<file path="config.mk">
export PLATFORM = sky130hd
export DESIGN_NAME = alu_rr_scheduler
export DESIGN_NICKNAME = d
export VERILOG_FILES = /design/src/rtl/alu_rr_scheduler_pkg.sv /design/src/rtl/alu_rr_scheduler_rr_pick.sv /design/src/rtl/alu_rr_scheduler.sv
export SDC_FILE = /design/constraint.sdc
export NUM_CORES = 1
export LEC_CHECK = 0
export ABC_AREA = 1
export CAP_MARGIN = 20
export CORE_AREA = 2 2 90 92
export CTS_CLUSTER_DIAMETER = 200
export DETAILED_ROUTE_END_ITERATION = 10
export DIE_AREA = 0 0 92 94
export GPL_TIMING_DRIVEN = 1
export PLACE_DENSITY = 0.86
export REMOVE_ABC_BUFFERS = 1
export SYNTH_ARGS = -nofsm -noshare
export SYNTH_HDL_FRONTEND = slang
export SYNTH_HIERARCHICAL = 1
export SYNTH_SLANG_ARGS = --single-unit
</file>
<file path="constraint.sdc">
create_clock -name i_clk -period 2.09 [get_ports i_clk]
set_clock_uncertainty 0.05 [all_clocks]
set_input_delay 0.418 -clock i_clk [delete_from_list [all_inputs] [get_ports i_clk]]
set_output_delay 0.418 -clock i_clk [all_outputs]
set_load 0.03 [all_outputs]
</file>
<file path="src/rtl/alu_rr_scheduler_pkg.sv">
// Shared constants for the round-robin ALU scheduler: opcodes and FSM encoding.
package alu_rr_scheduler_pkg;

  localparam logic [2:0] OP_ADD       = 3'b000;
  localparam logic [2:0] OP_SUB       = 3'b001;
  localparam logic [2:0] OP_AND       = 3'b010;
  localparam logic [2:0] OP_OR        = 3'b011;
  localparam logic [2:0] OP_NOT       = 3'b100;
  localparam logic [2:0] OP_MAX_VALID = 3'b100;

  typedef enum logic [1:0] {
    IDLE = 2'd0,
    EXEC = 2'd1,
    RESP = 2'd2
  } state_t;

endpackage

</file>
<file path="src/rtl/alu_rr_scheduler_rr_pick.sv">
// Combinational round-robin picker: first set request at or above the pointer,
// wrapping modulo NUM_REQ.
module alu_rr_scheduler_rr_pick #(
  parameter int NUM_REQ = 4,
  parameter int IDX_W   = 2
) (
  input  logic [NUM_REQ-1:0] i_req,
  input  logic [IDX_W-1:0]   i_ptr,
  output logic [NUM_REQ-1:0] o_gnt,
  output logic [IDX_W-1:0]   o_idx,
  output logic               o_any
);

  // Walk candidates from farthest to nearest so the nearest match is assigned last.
  always_comb begin
    o_idx = '0;
    o_any = 1'b0;
    for (int k = NUM_REQ - 1; k >= 0; k--) begin
      int c;
      logic [IDX_W-1:0] w_cand;
      c = int'(i_ptr) + k;
      if (c >= NUM_REQ) c = c - NUM_REQ;
      w_cand = IDX_W'(c);
      if (i_req[w_cand]) begin
        o_idx = w_cand;
        o_any = 1'b1;
      end
    end
  end

  always_comb begin
    o_gnt = '0;
    if (o_any) o_gnt[o_idx] = 1'b1;
  end

endmodule

</file>
<file path="src/rtl/alu_rr_scheduler.sv">
// Shares one external 8-bit ALU among NUM_REQ requesters: round-robin grant,
// registered operands, captured result returned on a per-requester response channel.
module alu_rr_scheduler
  import alu_rr_scheduler_pkg::*;
#(
  parameter int NUM_REQ = 4,
  parameter int CNT_W   = 16
) (
  input  logic                 i_clk,
  input  logic                 i_rst_n,
  input  logic [NUM_REQ-1:0]   i_req_valid,
  output logic [NUM_REQ-1:0]   o_req_ready,
  input  logic [8*NUM_REQ-1:0] i_req_a,
  input  logic [8*NUM_REQ-1:0] i_req_b,
  input  logic [3*NUM_REQ-1:0] i_req_sel,
  output logic [NUM_REQ-1:0]   o_rsp_valid,
  input  logic [NUM_REQ-1:0]   i_rsp_ready,
  output logic [7:0]           o_rsp_data,
  output logic                 o_rsp_err,
  output logic [7:0]           o_alu_a,
  output logic [7:0]           o_alu_b,
  output logic [2:0]           o_alu_sel,
  input  logic [7:0]           i_alu_result,
  output logic                 o_busy,
  output logic [CNT_W-1:0]     o_op_count
);

  localparam int IDX_W = $clog2(NUM_REQ);

  state_t             r_state, w_next;
  logic [IDX_W-1:0]   r_ptr, r_gnt_idx;
  logic [IDX_W-1:0]   w_pick_idx;
  logic [NUM_REQ-1:0] w_pick_oh;
  logic               w_any;
  logic               w_accept, w_rsp_hs;
  logic [7:0]         r_op_a, r_op_b;
  logic [2:0]         r_op_sel;
  logic [7:0]         r_rsp_data;
  logic               r_rsp_err;
  logic [CNT_W-1:0]   r_op_count;

  alu_rr_scheduler_rr_pick #(
    .NUM_REQ (NUM_REQ),
    .IDX_W   (IDX_W)
  ) u_rr_pick (
    .i_req (i_req_valid),
    .i_ptr (r_ptr),
    .o_gnt (w_pick_oh),
    .o_idx (w_pick_idx),
    .o_any (w_any)
  );

  assign w_accept = (r_state == IDLE) && w_any;
  assign w_rsp_hs = (r_state == RESP) && i_rsp_ready[r_gnt_idx];

  always_ff @(posedge i_clk or negedge i_rst_n) begin
    if (!i_rst_n) r_state <= IDLE;
    else          r_state <= w_next;
  end

  always_comb begin
    w_next = r_state;
    case (r_state)
      IDLE:    if (w_any) w_next = EXEC;
      EXEC:    w_next = RESP;
      RESP:    if (i_rsp_ready[r_gnt_idx]) w_next = IDLE;
      default: w_next = IDLE;
    endcase
  end

  // Ready is masked by reset so a held request never sees an accept while in reset.
  always_comb begin
    o_req_ready = '0;
    o_rsp_valid = '0;
    if (r_state == IDLE && i_rst_n) o_req_ready = w_pick_oh;
    if (r_state == RESP) o_rsp_valid[r_gnt_idx] = 1'b1;
  end

  always_ff @(posedge i_clk or negedge i_rst_n) begin
    if (!i_rst_n) begin
      r_op_a    <= '0;
      r_op_b    <= '0;
      r_op_sel  <= '0;
      r_gnt_idx <= '0;
    end else if (w_accept) begin
      r_op_a    <= i_req_a[w_pick_idx*8 +: 8];
      r_op_b    <= i_req_b[w_pick_idx*8 +: 8];
      r_op_sel  <= i_req_sel[w_pick_idx*3 +: 3];
      r_gnt_idx <= w_pick_idx;
    end
  end

  always_ff @(posedge i_clk or negedge i_rst_n) begin
    if (!i_rst_n) begin
      r_rsp_data <= '0;
      r_rsp_err  <= 1'b0;
    end else if (r_state == EXEC) begin
      r_rsp_data <= i_alu_result;
      r_rsp_err  <= (r_op_sel > OP_MAX_VALID);
    end
  end

  // Served requester drops to lowest priority for the next arbitration.
  always_ff @(posedge i_clk or negedge i_rst_n) begin
    if (!i_rst_n) begin
      r_ptr      <= '0;
      r_op_count <= '0;
    end else if (w_rsp_hs) begin
      r_ptr      <= (r_gnt_idx == IDX_W'(NUM_REQ - 1)) ? '0 : r_gnt_idx + 1'b1;
      r_op_count <= r_op_count + 1'b1;
    end
  end

  assign o_alu_a    = r_op_a;
  assign o_alu_b    = r_op_b;
  assign o_alu_sel  = r_op_sel;
  assign o_rsp_data = r_rsp_data;
  assign o_rsp_err  = r_rsp_err;
  assign o_busy     = (r_state != IDLE);
  assign o_op_count = r_op_count;

endmodule

</file>
==> reports/results.ini <==
[yosys]
synth-seq-cells = 50
yosysTopAreaCell = dfrtp_1
synth_cell_types = 25
netlist_top_cells_area = dfrtp_1, nand2_1, nor2_1
synth.avg_cell_area_sq_um = 6.78
syn_area_sq_um = 3160
ys_seq_area_share_pct = 39.6
yosysTopAreaCellShare_pct = 39.6
synthCells = 466
yosysWarningCount = 6

[layout]
instances_no_fill = 735
regArea_sq_um = 1250
area_delta_synth_final_pct = 76.1
final_nets = 731
drive_above_1_share_pct = 23.4
utilization_pct = 73.2
final_common_cell = nand2_1
antenna_cells = 0
multiInputGateArea_sq_um = 1970
fill_cells = 526
layout_common_cells = nand2_1, clkdlybuf4s50_1, dfrtp_1

[route]
drc = 0
detail-route-antenna-nets = 0
avgRoutedWirePerCell_um = 16.5
via_per_inst = 5.31
num_vias = 3903
totalWireLength_mm = 12.1
dr.first_iter.drc_count = 138
drtPass1Iterations = 5

[global_route]
track_usage_pct = 24.3
grt_max_degree = 51
grt_pass1_vias = 3694
grt_pass1_wl_mm = 16.7
gr-total-overflow = 0
antenna_found_initial = 0

[clocking]
numCtsBuffers = 5
clkSlewWorstSetupHoldPaths_ns = 0.09
holdBufCountCts = 0
worst_skew_pair.late_latency_ns = 0.29
cts-root-buf = clkbuf_8
htreeDepth = 2
cts_tree = built
clk_path_buf_depth = 2
cts_sinks = 50

[floorplanning]
die_height_um = 94
die-area_sq_um = 8650
die_w_um = 92
coreArea_sq_um = 7610
ios = 147
rows = 32
start_util_pct = 41.6

[worst_setup_path]
r2r_slack_ns = -0.40
cp_max_fo = 4
rr_worst_depth = 16
required_ns = 1.62
crit_arrival_ns = 2.02
endpoint_kind = primary output
path_class = register to primary output
reg2reg_to = o_alu_b[0]
r2r_start = r_ptr[0]
worstSetupStartpointType = register

[run_status]
violations = setup timing
status = finished, violations left

[placed_design]
dp_hpwl_mm = 6.85
place_inst = 705
port_buffers = 146
place.gp.congestion = 0.844

[timing]
period_needed_ns = 2.49
max_slew.worst_pin.slew_ns = 0.625
setup_tns_ns = -6.21
slew_headroom_pct = 58.3
setup_ws_ns = -0.399
finalCritPeriodShare_pct = 119
setup_violations = 23
fmax_mhz = 402
drv_slew = 0
rsz0062_at_grt = true
hold_viol = 0

[power]
leakage_nw = 2.50
pwr-share-clk_pct = 6.5
ir_worst_vdd_uv = 1040
pwr-share-comb_pct = 77.5
p_seq_share_pct = 15.9
p_sw_share_pct = 49.0
switching_power_mw = 5.12
cellPowerDensity_nw_per_um2 = 1880
power.internal_mw = 5.33

[hold_path]
hp-class = input pin to async pin

[job]
drv_cap = 0

flip-flops by register name, summed over array words and instances, names as in the netlist:
signal and flops:
o_op_count 16, o_alu_a 8, o_alu_b 8, o_rsp_data 8, o_alu_sel 3, r_gnt_idx 2
r_ptr 2, r_state 2, o_rsp_err 1
critical path, stage by stage (launching register included):
cell and delay [ns]:
dfrtp_2 0.45, buf_6 0.14, nand2_1 0.08, nand2_2 0.13
nand3_2 0.12, nand2_1 0.11, inv_1 0.08, nand2_2 0.09
nand2_2 0.09, a21oi_2 0.11, inv_1 0.04, nor2_1 0.10
buf_4 0.17
timing repair:
item / 4_1_cts / 5_1_grt
gates cloned: 9 / 2
pin swaps: 27 / 19
setup buffers: 9 / 3
setup endpoints to repair: 27 / 28
resized for setup: 91 / 66
layout make-up:
cell class	instances	share of cell area, %
multi-input combinational	354	35.3
inverter	42	3.21
clock inverter	2	0.674
tap	102	2.29
sequential	50	22.5
timing repair buffer	179	34.7
clock buffer	6	1.30
power by group through the flow:
stage | Combinational [mW] | Sequential [mW] | Clock (mW)
4_1_cts | 6.95 | 1.64 | 0.693
3_5_place_dp | 5.03 | 1.64 | 0
2_1_floorplan | 2.50 | 2.21 | 0
6_report | 8.11 | 1.67 | 0.680
5_1_grt | 8.56 | 1.70 | 0.747
3_3_place_gp | 4.87 | 1.62 | 0
worst max-delay path by stage:
stage	end	slack, ns	startpoint
global route	o_req_ready[0]	-0.50	r_ptr[0]
floorplan	o_req_ready[1]	-0.41	r_ptr[0]
global placement	o_req_ready[1]	-0.31	i_req_valid[1]
CTS	o_req_ready[1]	-0.23	r_ptr[0]
detailed placement	o_req_ready[1]	-0.44	i_req_valid[0]
finish	o_req_ready[3]	-0.40	r_ptr[0]
layer usage:
| layer | global-route usage [%] | wire [um] | vias up |
|---|---|---|---|
| li1 | - | - | 1802 |
| met1 | 27.1 | 4340 | 1780 |
| met2 | 44.3 | 6110 | 263 |
| met3 | 5.46 | 1140 | 58 |
| met4 | 10.8 | 528 | 0 |
| met5 | 0 | 0 | - |
synth_stat cells:
| library cell | number |
|---|---|
| buf_6 | 4 |
| o21ai_2 | 3 |
| nand2_1 | 167 |
| nor2_4 | 2 |
| buf_2 | 7 |
| nor2_2 | 4 |
| inv_1 | 38 |
| nand3_2 | 5 |
| clkbuf_1 | 5 |
| a21boi_2 | 1 |
| a21oi_1 | 2 |
| xor2_1 | 2 |
| nand2_2 | 5 |
| nor2_1 | 70 |
| ha_1 | 5 |
| nand4_1 | 1 |
| dfrtp_1 | 50 |
| nand3_1 | 16 |
| o21ai_1 | 9 |
| o22ai_1 | 18 |
| xnor2_1 | 2 |
| nand2_4 | 1 |
| buf_4 | 4 |
| o21ai_0 | 41 |
| inv_2 | 4 |
through the flow:
step | worst slack [ns] | total power, mW | area [sq um] | hold slack, ns
after floorplan | -0.406 | 4.71 | 3030 | 0.0724
after global placement | -0.313 | 6.50 | 4710 | 0.405
after detailed placement | -0.437 | 6.67 | 4710 | 0.412
after CTS | -0.227 | 9.29 | 5320 | 0.257
after global routing | -0.504 | 11.0 | 5570 | 0.283
final | -0.399 | 10.5 | 5570 | 0.232
kinds of logic after synthesis:
group / synth area share [%]
simple gates: 35.3
fa+ha+maj: 1.98
buf+inv: 9.06
compound gates: 13.0
flops: 39.6
xor+xnor: 1.11
(Power assumes the default switching activity.)
